===== src/rtl/axis_video_pattern_gen.sv =====
// AXI4-Stream video test-pattern source: ramps, checker and flat frames.
// Define AXIS_PATGEN_BLANKING_EN to insert H_BLANK idle cycles after each line.
module axis_video_pattern_gen #(
  parameter int DATA_WIDTH = 8,
  parameter int CHANNELS   = 1,
  parameter int DIM_WIDTH  = 12,
  parameter int H_BLANK    = 16
) (
  input  logic                           i_clk,
  input  logic                           i_areset,
  input  logic                           i_enable,
  input  logic [1:0]                     i_mode,
  input  logic [DIM_WIDTH-1:0]           WIDTH,
  input  logic [DIM_WIDTH-1:0]           HEIGHT,
  output logic [CHANNELS*DATA_WIDTH-1:0] m_axis_tdata,
  output logic                           m_axis_tvalid,
  input  logic                           m_axis_tready,
  output logic                           m_axis_tuser,
  output logic                           m_axis_tlast,
  output logic                           o_frame_done,
  output logic [15:0]                    o_frame_cnt
);
  localparam int DW = CHANNELS * DATA_WIDTH;

`ifdef AXIS_PATGEN_BLANKING_EN
  localparam int BW = (H_BLANK > 1) ? $clog2(H_BLANK) : 1;
  typedef enum logic [1:0] {IDLE, ACTIVE, BLANK} state_t;
  logic [BW-1:0] bcnt;
  logic          eof;
`else
  typedef enum logic [1:0] {IDLE, ACTIVE} state_t;
`endif

  state_t               state;
  logic [DIM_WIDTH-1:0] x, y, w, h;
  logic [1:0]           mode;
  logic                 start_ok, x_end, y_end;
  logic [15:0]          cnt_inc;

  assign start_ok = i_enable && (WIDTH != '0) && (HEIGHT != '0);
  assign x_end    = (x == w - 1'b1);
  assign y_end    = (y == h - 1'b1);
  assign cnt_inc  = o_frame_cnt + 16'd1;

  function automatic logic [DW-1:0] pix(
    input logic [1:0]           m,
    input logic [DIM_WIDTH-1:0] px,
    input logic [DIM_WIDTH-1:0] py,
    input logic [15:0]          cnt
  );
    logic [DW-1:0]        d;
    logic [DIM_WIDTH-1:0] t;
    d = '0;
    t = (px ^ py) >> 3;
    for (int c = 0; c < CHANNELS; c++) begin
      case (m)
        2'd0: d[c*DATA_WIDTH +: DATA_WIDTH] =
          DATA_WIDTH'(px) + DATA_WIDTH'(py) + DATA_WIDTH'(c);
        2'd1: d[c*DATA_WIDTH +: DATA_WIDTH] =
          DATA_WIDTH'(px) + DATA_WIDTH'(c);
        2'd2: d[c*DATA_WIDTH +: DATA_WIDTH] = {DATA_WIDTH{t[0]}};
        default: d[c*DATA_WIDTH +: DATA_WIDTH] =
          DATA_WIDTH'(cnt) + DATA_WIDTH'(c);
      endcase
    end
    return d;
  endfunction

  always_ff @(posedge i_clk or posedge i_areset) begin
    if (i_areset) begin
      state         <= IDLE;
      x             <= '0;
      y             <= '0;
      w             <= '0;
      h             <= '0;
      mode          <= '0;
      m_axis_tdata  <= '0;
      m_axis_tvalid <= 1'b0;
      m_axis_tuser  <= 1'b0;
      m_axis_tlast  <= 1'b0;
      o_frame_done  <= 1'b0;
      o_frame_cnt   <= '0;
`ifdef AXIS_PATGEN_BLANKING_EN
      bcnt          <= '0;
      eof           <= 1'b0;
`endif
    end else begin
      o_frame_done <= 1'b0;
      unique case (state)
        IDLE: begin
          if (start_ok) begin
            state         <= ACTIVE;
            w             <= WIDTH;
            h             <= HEIGHT;
            mode          <= i_mode;
            x             <= '0;
            y             <= '0;
            m_axis_tvalid <= 1'b1;
            m_axis_tuser  <= 1'b1;
            m_axis_tlast  <= (WIDTH == DIM_WIDTH'(1));
            m_axis_tdata  <= pix(i_mode, '0, '0, o_frame_cnt);
          end
        end
        ACTIVE: begin
          if (m_axis_tready) begin
            m_axis_tuser <= 1'b0;
            if (x_end && y_end) begin
              o_frame_done <= 1'b1;
              o_frame_cnt  <= cnt_inc;
              x            <= '0;
              y            <= '0;
`ifdef AXIS_PATGEN_BLANKING_EN
              if (H_BLANK > 0) begin
                state         <= BLANK;
                m_axis_tvalid <= 1'b0;
                m_axis_tlast  <= 1'b0;
                bcnt          <= BW'(H_BLANK - 1);
                eof           <= 1'b1;
              end else
`endif
              if (start_ok) begin
                w            <= WIDTH;
                h            <= HEIGHT;
                mode         <= i_mode;
                m_axis_tuser <= 1'b1;
                m_axis_tlast <= (WIDTH == DIM_WIDTH'(1));
                m_axis_tdata <= pix(i_mode, '0, '0, cnt_inc);
              end else begin
                state         <= IDLE;
                m_axis_tvalid <= 1'b0;
                m_axis_tlast  <= 1'b0;
              end
            end else if (x_end) begin
              x <= '0;
              y <= y + 1'b1;
`ifdef AXIS_PATGEN_BLANKING_EN
              if (H_BLANK > 0) begin
                state         <= BLANK;
                m_axis_tvalid <= 1'b0;
                m_axis_tlast  <= 1'b0;
                bcnt          <= BW'(H_BLANK - 1);
                eof           <= 1'b0;
              end else
`endif
              begin
                m_axis_tlast <= (w == DIM_WIDTH'(1));
                m_axis_tdata <= pix(mode, '0, y + 1'b1, o_frame_cnt);
              end
            end else begin
              x            <= x + 1'b1;
              m_axis_tlast <= (x + 1'b1 == w - 1'b1);
              m_axis_tdata <= pix(mode, x + 1'b1, y, o_frame_cnt);
            end
          end
        end
`ifdef AXIS_PATGEN_BLANKING_EN
        BLANK: begin
          // x/y already point at the next pixel; eof marks a frame boundary
          if (bcnt != '0) begin
            bcnt <= bcnt - 1'b1;
          end else if (!eof) begin
            state         <= ACTIVE;
            m_axis_tvalid <= 1'b1;
            m_axis_tlast  <= (w == DIM_WIDTH'(1));
            m_axis_tdata  <= pix(mode, x, y, o_frame_cnt);
          end else if (start_ok) begin
            state         <= ACTIVE;
            w             <= WIDTH;
            h             <= HEIGHT;
            mode          <= i_mode;
            m_axis_tvalid <= 1'b1;
            m_axis_tuser  <= 1'b1;
            m_axis_tlast  <= (WIDTH == DIM_WIDTH'(1));
            m_axis_tdata  <= pix(i_mode, '0, '0, o_frame_cnt);
          end else begin
            state <= IDLE;
          end
        end
`endif
        default: state <= IDLE;
      endcase
    end
  end

endmodule


===== config.mk =====
export PLATFORM = sky130hd
export DESIGN_NAME = axis_video_pattern_gen
export DESIGN_NICKNAME = d
export VERILOG_FILES = /design/src/rtl/axis_video_pattern_gen.sv
export SDC_FILE = /design/constraint.sdc
export NUM_CORES = 1
export LEC_CHECK = 0
export CELL_PAD_IN_SITES_DETAIL_PLACEMENT = 0
export CELL_PAD_IN_SITES_GLOBAL_PLACEMENT = 1
export CORE_UTILIZATION = 48
export CTS_CLUSTER_DIAMETER = 80
export DETAILED_ROUTE_END_ITERATION = 6
export GPL_TIMING_DRIVEN = 0
export PLACE_DENSITY = 0.84
export SYNTH_ARGS = -nofsm -noshare
export SYNTH_HDL_FRONTEND = slang
export SYNTH_SLANG_ARGS = --single-unit

===== constraint.sdc =====
create_clock -name i_clk -period 5.6 [get_ports i_clk]
set_input_delay 1.12 -clock i_clk [delete_from_list [all_inputs] [get_ports i_clk]]
set_output_delay 1.12 -clock i_clk [all_outputs]
set_load 0.005 [all_outputs]

==> impl_results.md <==
* Power density cells at 275.3 nW/um2
* Nets@finish at around 740
* Async SR Flop Fraction at 100.0%
* Die height at ~110 um
* Most common cell after layout, fill and taps aside: dfrtp_1
* Max-Cap Viols at 0
* Top Ports at between 50 and 60
* Worst slew pin tran at 0.8383 ns
* Min-delay worst type: reg -> reg
* Area Overhead vs Synth at 19.58%
* Max transition margin at between 40% and 50%
* Hold-fix buffers at CTS at 0
* Clock transition at path regs at approximately 0.060 ns
* Post-CTS setup repair buffer count at 0
* CP max stage delay at 0.80 ns
* Most frequent cells in the layout: dfrtp_1, nand2_1, clkdlybuf4s50_1
* Hold Fails Final Rpt at 0
* Post-synth EDFFs at 0
* Synth warn at 0
* Die area at 12330 um2
* Yosys cell types at 68
* Final setup fails at 0
* DRT iter0 DRCs at 324
* Crit-path slowest cell: a2111oi_4
* Worst Setup Start Kind: flop
* Syn Area/Cell at 9.073 um2
* Number of synthesized register bits at 78
* Core area at between 10000 and 15000 um2
* Overall Global Routing Usage at 25.59%
* Status: finished, final reports clean
* Final Cell Area at around 7000 um2
* Syn nets at slightly below 700
* Initial antenna violation count at 0
* Post-CTS sizing at 0
* GRT overflow at 0
* IO buf count at 57
* Setup repair after global routing missed its margin: no
* Starting Density at 49.55%
* Clock latency on the worst-skew pair at 0.35 ns
* Top FF cell, synth: dfrtp_1
* Peak supply drop at 0.0001544 V
* Vias per inst at 5.909
* Pins Over Slew Limit at 0
* Min Tclk post-route at 4.220 ns
* Avg WL per Cell at 17.57 um
* Layout cells sized above 1 at 8.832%
* Root Buffer: clkbuf_16
* # DRC at 0
* Die X at roughly 110 um
* Global-route wire length before repair at 24730 um
* CP max FO at 10
* Vias in the first global route at 4806
* Largest net degree at the start of global routing at 47
* Pre-antenna DRT Iters at 5
* Via count at 4993
* Required @ worst endpoint at slightly below 6 ns
* Crit. End Element: flop
* Fmax at between 200 and 250 MHz
* Post-DP HPWL at 11210 um
* Post-Route Utilization at 59.26%
* Worst EP arrival at 4.45 ns
* Routability congestion estimate at 0.8797
* Crit Path Class: reg -> reg
* Crit path max-delay family: compound AO/OA/AOI/OAI gates
* H-tree Lvls at 3
* Row count at 39
* Total negative slack at 0 ns
* Period utilization at 75.36%
* CTS Buffer Depth at 2
* Clock skew at 0.006099 ns
* WL final at 14850 um
* CTS buffer count at 9
* Mapped cell area at 5707 um2
* Worst path cell trace: or4_1 > clkbuf_2 > or4_1 > a211o_1 > o311a_1 > a2111oi_4 > nand3_4 > o21ai_2 > and2_4 > buf_12 > buf_12 > mux2_4
* Clock tree from TritonCTS: done
* Antenna Nets Post-Route at 0
* Clock sink total at 78
* Post-Syn Instances at 629
* Diodes inserted at 0
* Worst path bufs/invs at 3
* Dpl cell area at 6486 um2
* Leak Pwr at 0.002788 uW
* Seq/Total Area, Yosys at 34.20%
## power breakdown
group	internal, uW	switching [uW]
combinational	250	270
clock	444	232
sequential	618	64.2
## final timing paths
check	slack [ns]	depth (start not counted)	to	startpoint
worst max register to register	1.38	12	h[11]$_DFFE_PP0P_	h[0]$_DFFE_PP0P_
min in group asynchronous	1.13	2	h[0]$_DFFE_PP0P_	i_areset
worst min register to register	0.48	2	m_axis_tlast$_DFFE_PP0P_	m_axis_tlast$_DFFE_PP0P_
max in group asynchronous	3.88	3	m_axis_tdata[3]$_DFFE_PP0P_	i_areset
worst min-delay path	0.48	2	m_axis_tlast$_DFFE_PP0P_	m_axis_tlast$_DFFE_PP0P_
worst max-delay path	1.38	12	h[11]$_DFFE_PP0P_	h[0]$_DFFE_PP0P_
## sequential cells by signal, indices dropped and copies added (netlist names)
| name | count |
|---|---|
| h | 12 |
| m_axis_tdata | 8 |
| m_axis_tlast | 1 |
| m_axis_tuser | 1 |
| mode | 2 |
| o_frame_cnt | 16 |
| o_frame_done | 1 |
| state | 1 |
| w | 12 |
| x | 12 |
| y | 12 |
## cell type report
cell class | count | area (um2)
buffer | 39 | 202.7
clock buffer | 11 | 242.7
clock inverter | 4 | 95.09
fill | 1008 | 4692
inverter | 19 | 73.82
multi-input combinational | 493 | 3481
sequential | 78 | 1952
tap | 143 | 178.9
timing repair buffer | 58 | 598.1
## worst register-to-register path, cell delays in order (launching register included)
cell and delay [ns]:
dfrtp_1 0.43, or4_1 0.54, clkbuf_2 0.17, or4_1 0.49
a211o_1 0.32, o311a_1 0.17, a2111oi_4 0.80, nand3_4 0.20
o21ai_2 0.17, and2_4 0.17, buf_12 0.15, buf_12 0.18
mux2_4 0.31
## per-layer routing
layer	track usage, %	wire length, um	up-vias
met3	3.882	634	20
met4	9.640	288	0
met5	0	0	-
li1	-	-	2426
met1	34.83	6915	2431
met2	41.17	7010	116
## synth_stat cells (19+ instances only)
master / n / area share, %
a21oi_1: 19 / 1.7
and3_1: 19 / 2.1
clkbuf_1: 30 / 2.0
dfrtp_1: 78 / 34
mux2_4: 19 / 5.0
nand2_1: 60 / 3.9
nand3_1: 20 / 1.8
nor2_1: 42 / 2.8
nor3_1: 19 / 1.7
o21ai_0: 38 / 3.3
xnor2_1: 53 / 8.1
xor2_1: 24 / 3.7
## kinds of logic after synthesis
| family | share of synthesized area (%) |
|---|---|
| buffers and inverters | 4.802 |
| XOR/XNOR | 11.82 |
| adder cells (fa/ha/maj) | 3.201 |
| multiplexers | 9.713 |
| AND/OR/NAND/NOR | 21.51 |
| flip-flops | 34.20 |
| AO/OA/AOI/OAI | 14.76 |
## per-stage QoR
| step | setup WS, ns | total power [uW] | cells | hold slack, ns |
|---|---|---|---|---|
| final | 1.380 | 1879 | 845 | 0.4788 |
| after global routing | 1.183 | 1979 | 845 | 0.5073 |
| after CTS | 1.423 | 1889 | 845 | 0.4846 |
| after detailed placement | 1.443 | 1208 | 830 | 0.4708 |
| after global placement | 1.132 | 1196 | 829 | 0.4621 |
| after floorplan | 1.956 | 1046 | 629 | 0.4685 |
(Power assumes the default switching activity.)
